$ cat src/rtl/sum_fifo.sv
// sum_fifo: first-word fall-through FIFO for {sum, zero-flag} words coming
// from a registered adder stage. It reports its occupancy and has a sticky
// overflow flag.
// Optional feature: define SUM_FIFO_ZCNT_EN to add a saturating 16-bit
// counter of accepted zero words (zcnt) and its synchronous clear (zcnt_clr).
module sum_fifo #(
  parameter int unsigned SWIDTH = 9,
  parameter int unsigned DEPTH  = 4,
  parameter int unsigned AW     = 2
) (
  input  logic              clk,
  input  logic              rst,
  input  logic              in_vld,
  input  logic [SWIDTH-1:0] in_sum,
  input  logic              in_zero,
  output logic              in_rdy,
  output logic              out_vld,
  output logic [SWIDTH-1:0] out_sum,
  output logic              out_zero,
  input  logic              out_rdy,
  output logic [AW:0]       level,
`ifdef SUM_FIFO_ZCNT_EN
  output logic [15:0]       zcnt,
  input  logic              zcnt_clr,
`endif
  output logic              ovf
);

  localparam int unsigned DW = SWIDTH + 1;
  localparam int unsigned LW = AW + 1;

  logic [DW-1:0] mem_q [DEPTH];
  logic [AW-1:0] wr_ptr_q, wr_ptr_d;
  logic [AW-1:0] rd_ptr_q, rd_ptr_d;
  logic [LW-1:0] level_q, level_d;
  logic          ovf_q, ovf_d;
  logic          push, pop;

  // Handshake flags are decoded from registered occupancy only.
  assign in_rdy  = (level_q != LW'(DEPTH));
  assign out_vld = (level_q != '0);
  assign push    = in_vld & in_rdy;
  assign pop     = out_vld & out_rdy;

  // The head entry is read straight from storage (fall-through).
  assign {out_sum, out_zero} = mem_q[rd_ptr_q];
  assign level = level_q;
  assign ovf   = ovf_q;

  // Next-state for the pointers, the occupancy and the sticky overflow flag.
  always_comb begin
    wr_ptr_d = wr_ptr_q;
    rd_ptr_d = rd_ptr_q;
    level_d  = level_q;
    ovf_d    = ovf_q | (in_vld & ~in_rdy);
    if (push) wr_ptr_d = wr_ptr_q + AW'(1);
    if (pop)  rd_ptr_d = rd_ptr_q + AW'(1);
    case ({push, pop})
      2'b10:   level_d = level_q + LW'(1);
      2'b01:   level_d = level_q - LW'(1);
      default: level_d = level_q;
    endcase
  end

  // Control state register; the async reset discards any entries in flight.
  always_ff @(posedge clk or posedge rst) begin
    if (rst) begin
      wr_ptr_q <= '0;
      rd_ptr_q <= '0;
      level_q  <= '0;
      ovf_q    <= 1'b0;
    end else begin
      wr_ptr_q <= wr_ptr_d;
      rd_ptr_q <= rd_ptr_d;
      level_q  <= level_d;
      ovf_q    <= ovf_d;
    end
  end

  // Storage write; the contents are deliberately not reset.
  always_ff @(posedge clk) begin
    if (push) mem_q[wr_ptr_q] <= {in_sum, in_zero};
  end

`ifdef SUM_FIFO_ZCNT_EN
  logic [15:0] zcnt_q, zcnt_d;

  // Saturating zero-word counter; a clear wins over a same-cycle increment.
  always_comb begin
    zcnt_d = zcnt_q;
    if (zcnt_clr)
      zcnt_d = '0;
    else if (push && in_zero && (zcnt_q != 16'hFFFF))
      zcnt_d = zcnt_q + 16'd1;
  end

  // Zero-word counter register.
  always_ff @(posedge clk or posedge rst) begin
    if (rst) zcnt_q <= '0;
    else     zcnt_q <= zcnt_d;
  end

  assign zcnt = zcnt_q;
`endif

endmodule
$ cat config.mk
export PLATFORM = sky130hd
export DESIGN_NAME = sum_fifo
export DESIGN_NICKNAME = d
export VERILOG_FILES = /design/src/rtl/sum_fifo.sv
export SDC_FILE = /design/constraint.sdc
export NUM_CORES = 1
export LEC_CHECK = 0
export ABC_AREA = 1
export CORE_ASPECT_RATIO = 1.2
export CORE_MARGIN = 2
export CORE_UTILIZATION = 40
export DETAILED_ROUTE_END_ITERATION = 10
export SYNTH_ARGS = -nofsm -noshare
export SYNTH_HDL_FRONTEND = slang
export SYNTH_SLANG_ARGS = --single-unit
$ cat constraint.sdc
create_clock -name clk -period 2 [get_ports clk]
set_input_delay 0.2 -clock clk [delete_from_list [all_inputs] [get_ports clk]]
set_output_delay 0.2 -clock clk [all_outputs]
set_load 0.005 [all_outputs]
==> metrics.txt <==
Total GRT Usage=a little over an eighth; synthesized area per cell=about 12 µm²; Layout Cells excl Fill=283; Req. time, crit path=1.80 ns; largest net degree at the start of global routing=24; register bit total from synthesis=48; CP Capture Type=output pin; R2R Path Start=level[1]$_DFFE_PP0P_; Routed WL per cell=between 10 and 15 µm; most used cell, CP=nand2_1; register area share after synthesis=65.3%; most frequent cells in the layout=nand2_1 (46), edfxtp_1 (40), inv_1 (35), clkdlybuf4s50_1 (29), o211ai_1 (14); placed cells=275; clock latency on the worst-skew pair=~0.30 ns; Post-Route WL=about 3.4 mm; router iterations before antenna repair=4; Slew HR=between 70 and 80%; skew final=roughly 0.007 ns; nets=240; Worst Path Buf+Inv=3; initial core utilization=around two fifths; Main synth FF type=edfxtp_1; fmax=~0.53 GHz; share of post-route cells with drive strength above 1=13.6%; IO Port Bufs=29; Mapped Nets=200; Routed Antenna Nets=0; global-route wire length before repair=5.94 mm; VDD IR max=about 0.66 mV; asr flop ratio synth=~17%; # IOs=30; largest family of logic cells by synthesized area=simple AND/OR/NAND/NOR gates; Least-Margin Pin Slew=roughly 0.32 ns; post-layout util=51.2%; # rows=29; WS Path Type=reg -> out; Die Y=approximately 84 µm; status=completed; Static Leak=roughly 1.1 nW; worst r2r dst=level[2]$_DFFE_PP0P_; Remaining DRCs=0; initial antenna violation count=0; Die Width=about 71 µm; r2r setup slk=about 0.18 ns; post-CTS setup buffer count=0; crit path max fanout=18; power density cells=~1400 nW/µm²; CTS tree=yes; Post-Synth XOR/XNOR Area=0.408%; CTS Buffer Depth=2; Hold Crit Class=in -> async; Placer Congestion=around 0.72; Max Cap Viol=0; Remaining Overflow, GRT=0; most common cell after layout, fill and taps aside=nand2_1; CORE AREA=roughly 5200 µm²; area growth from synthesis to layout=24.8%; H-Tree Depth=2; Synth Area in Adders=under 10%; Simple-Gate Fraction of Synth Area=approximately 12%; detailed-route via count=between 1,000 and 1,500; Max stage delay on crit path=0.44 ns; drt initial violations=between 40 and 50; post-synthesis compound-gate area fraction=between 8 and 9%; startpoint class of the critical path=flip-flop; vias in the first global route=1,248; CP Cell Sequence=inv_2 -> buf_6 -> nand2_1 -> o211ai_1 -> nand2_1 -> clkdlybuf4s50_1; Arrival @ worst endpoint=1.68 ns; Worst R2R Path Depth=10; via-per-instance ratio=between 4 and 5; clock-pin slew on the worst setup and hold paths=~0.08 ns; final setup fails=0; Die ar.=~6000 µm²; TNS Setup=0 ns; Synth cell types=21; slowest stage cell, crit path=clkdlybuf4s50_1; Synth warnings=0; cells after synthesis=180; clk sink count=between 40 and 50; Final Cycle Share=approximately 94%; Root Driver=clkbuf_8; final hold violations=0; # diodes=0; Netlist Area Pre-Place=about 2100 µm²; fin crit period=about 1.9 ns; Slew Limit Fails=0; TritonCTS buffer count=5; DPL Wire Length=approximately 2.5 mm; Top delay family on crit path=buffers and inverters; mux contribution to synthesized area=0%; Post-synth EDFFs=40
worst max path at each step:
stage          cells after the start                     from  slack, ns                   end
2_1_floorplan                     10     level[0]$_DFFE_PP0P_       0.28  level[2]$_DFFE_PP0P_
3_3_place_gp                       9                   in_vld       0.19  level[2]$_DFFE_PP0P_
3_5_place_dp                       9                   in_vld       0.15  level[2]$_DFFE_PP0P_
4_1_cts                            5  rd_ptr_q[0]$_DFFE_PP0P_       0.06            out_sum[5]
5_1_grt                            6  rd_ptr_q[0]$_DFFE_PP0P_     -0.002              out_zero
6_report                           6  rd_ptr_q[0]$_DFFE_PP0P_       0.12              out_zero
report_power, final:
| part | internal, W | switching (W) |
|---|---|---|
| combinational | 0.000791 | 0.000816 |
| clock | 0.000503 | 0.000309 |
| sequential | 0.00134 | 0.000104 |
cell usage after synthesis, drive strengths merged (2+ instances only):
master,count,area share [%]
edfxtp,40,56
o211ai,20,8.4
dfrtp,8,9.3
ha,5,2.9
nand3,7,2.4
inv,38,6.6
buf,4,1.5
nand2,47,8.6
clkbuf,2,1.3
nor2,4,0.70
kinds of logic (layout without fill, tap and decap cells):
| group | after synthesis | count (layout) |
|---|---|---|
| AO/OA/AOI/OAI | 22 | 22 |
| XOR/XNOR | 1 | 1 |
| adder cells (fa/ha/maj) | 6 | 6 |
| buffers and inverters | 44 | 85 |
| flip-flops | 48 | 48 |
| AND/OR/NAND/NOR | 59 | 59 |
sequential cells by signal, summed over array words and instances (netlist names):
register / cells
mem_q: 40
ovf: 1
rd_ptr_q: 2
wr_ptr_q: 2
level: 3
worst register-to-register path, stage by stage (launching register included):
cell	delay, ns
dfrtp_1	0.39
inv_1	0.18
nand3_4	0.13
nand2_4	0.11
ha_1	0.17
inv_1	0.07
fa_1	0.39
nand2_1	0.10
nand3_1	0.08
nand2_1	0.06
nand2_1	0.05
metal layers:
metal / share of wire [%] / up-vias / global-route usage [%]
met1: 43 / 575 / 16.0
met4: 1.7 / 0 / 4.63
met2: 51 / 23 / 21.9
met5: 0 / - / 0
met3: 4.2 / 5 / 4.08
li1: - / 671 / -
area by class of cell:
| cell class | instances | area, µm² |
|---|---|---|
| fill | 486 | 2550 |
| clock inverter | 3 | 68.8 |
| tap | 62 | 77.6 |
| timing repair buffer | 39 | 377 |
| clock buffer | 5 | 68.8 |
| multi-input combinational | 88 | 542 |
| sequential | 48 | 1400 |
| inverter | 38 | 143 |
repair_timing:
action | in CTS | in global routing
setup endpoints to repair | 0 | 9
hold buffers | 0 | 0
gates resized for setup | 0 | 5
hold endpoints to repair | 0 | 0
metrics by stage:
| stage | total power [W] | hold slack [ns] | setup WS, ns | area, µm² |
|---|---|---|---|---|
| global placement | 0.00305 | 0.468 | 0.194 | 2530 |
| global route | 0.00417 | 0.202 | -0.00230 | 2680 |
| floorplan | 0.00240 | 0.0157 | 0.284 | 2150 |
| CTS | 0.00390 | 0.154 | 0.0556 | 2670 |
| detailed placement | 0.00308 | 0.470 | 0.146 | 2530 |
| finish | 0.00386 | 0.147 | 0.124 | 2680 |
Power figures use the tool's default switching activity.
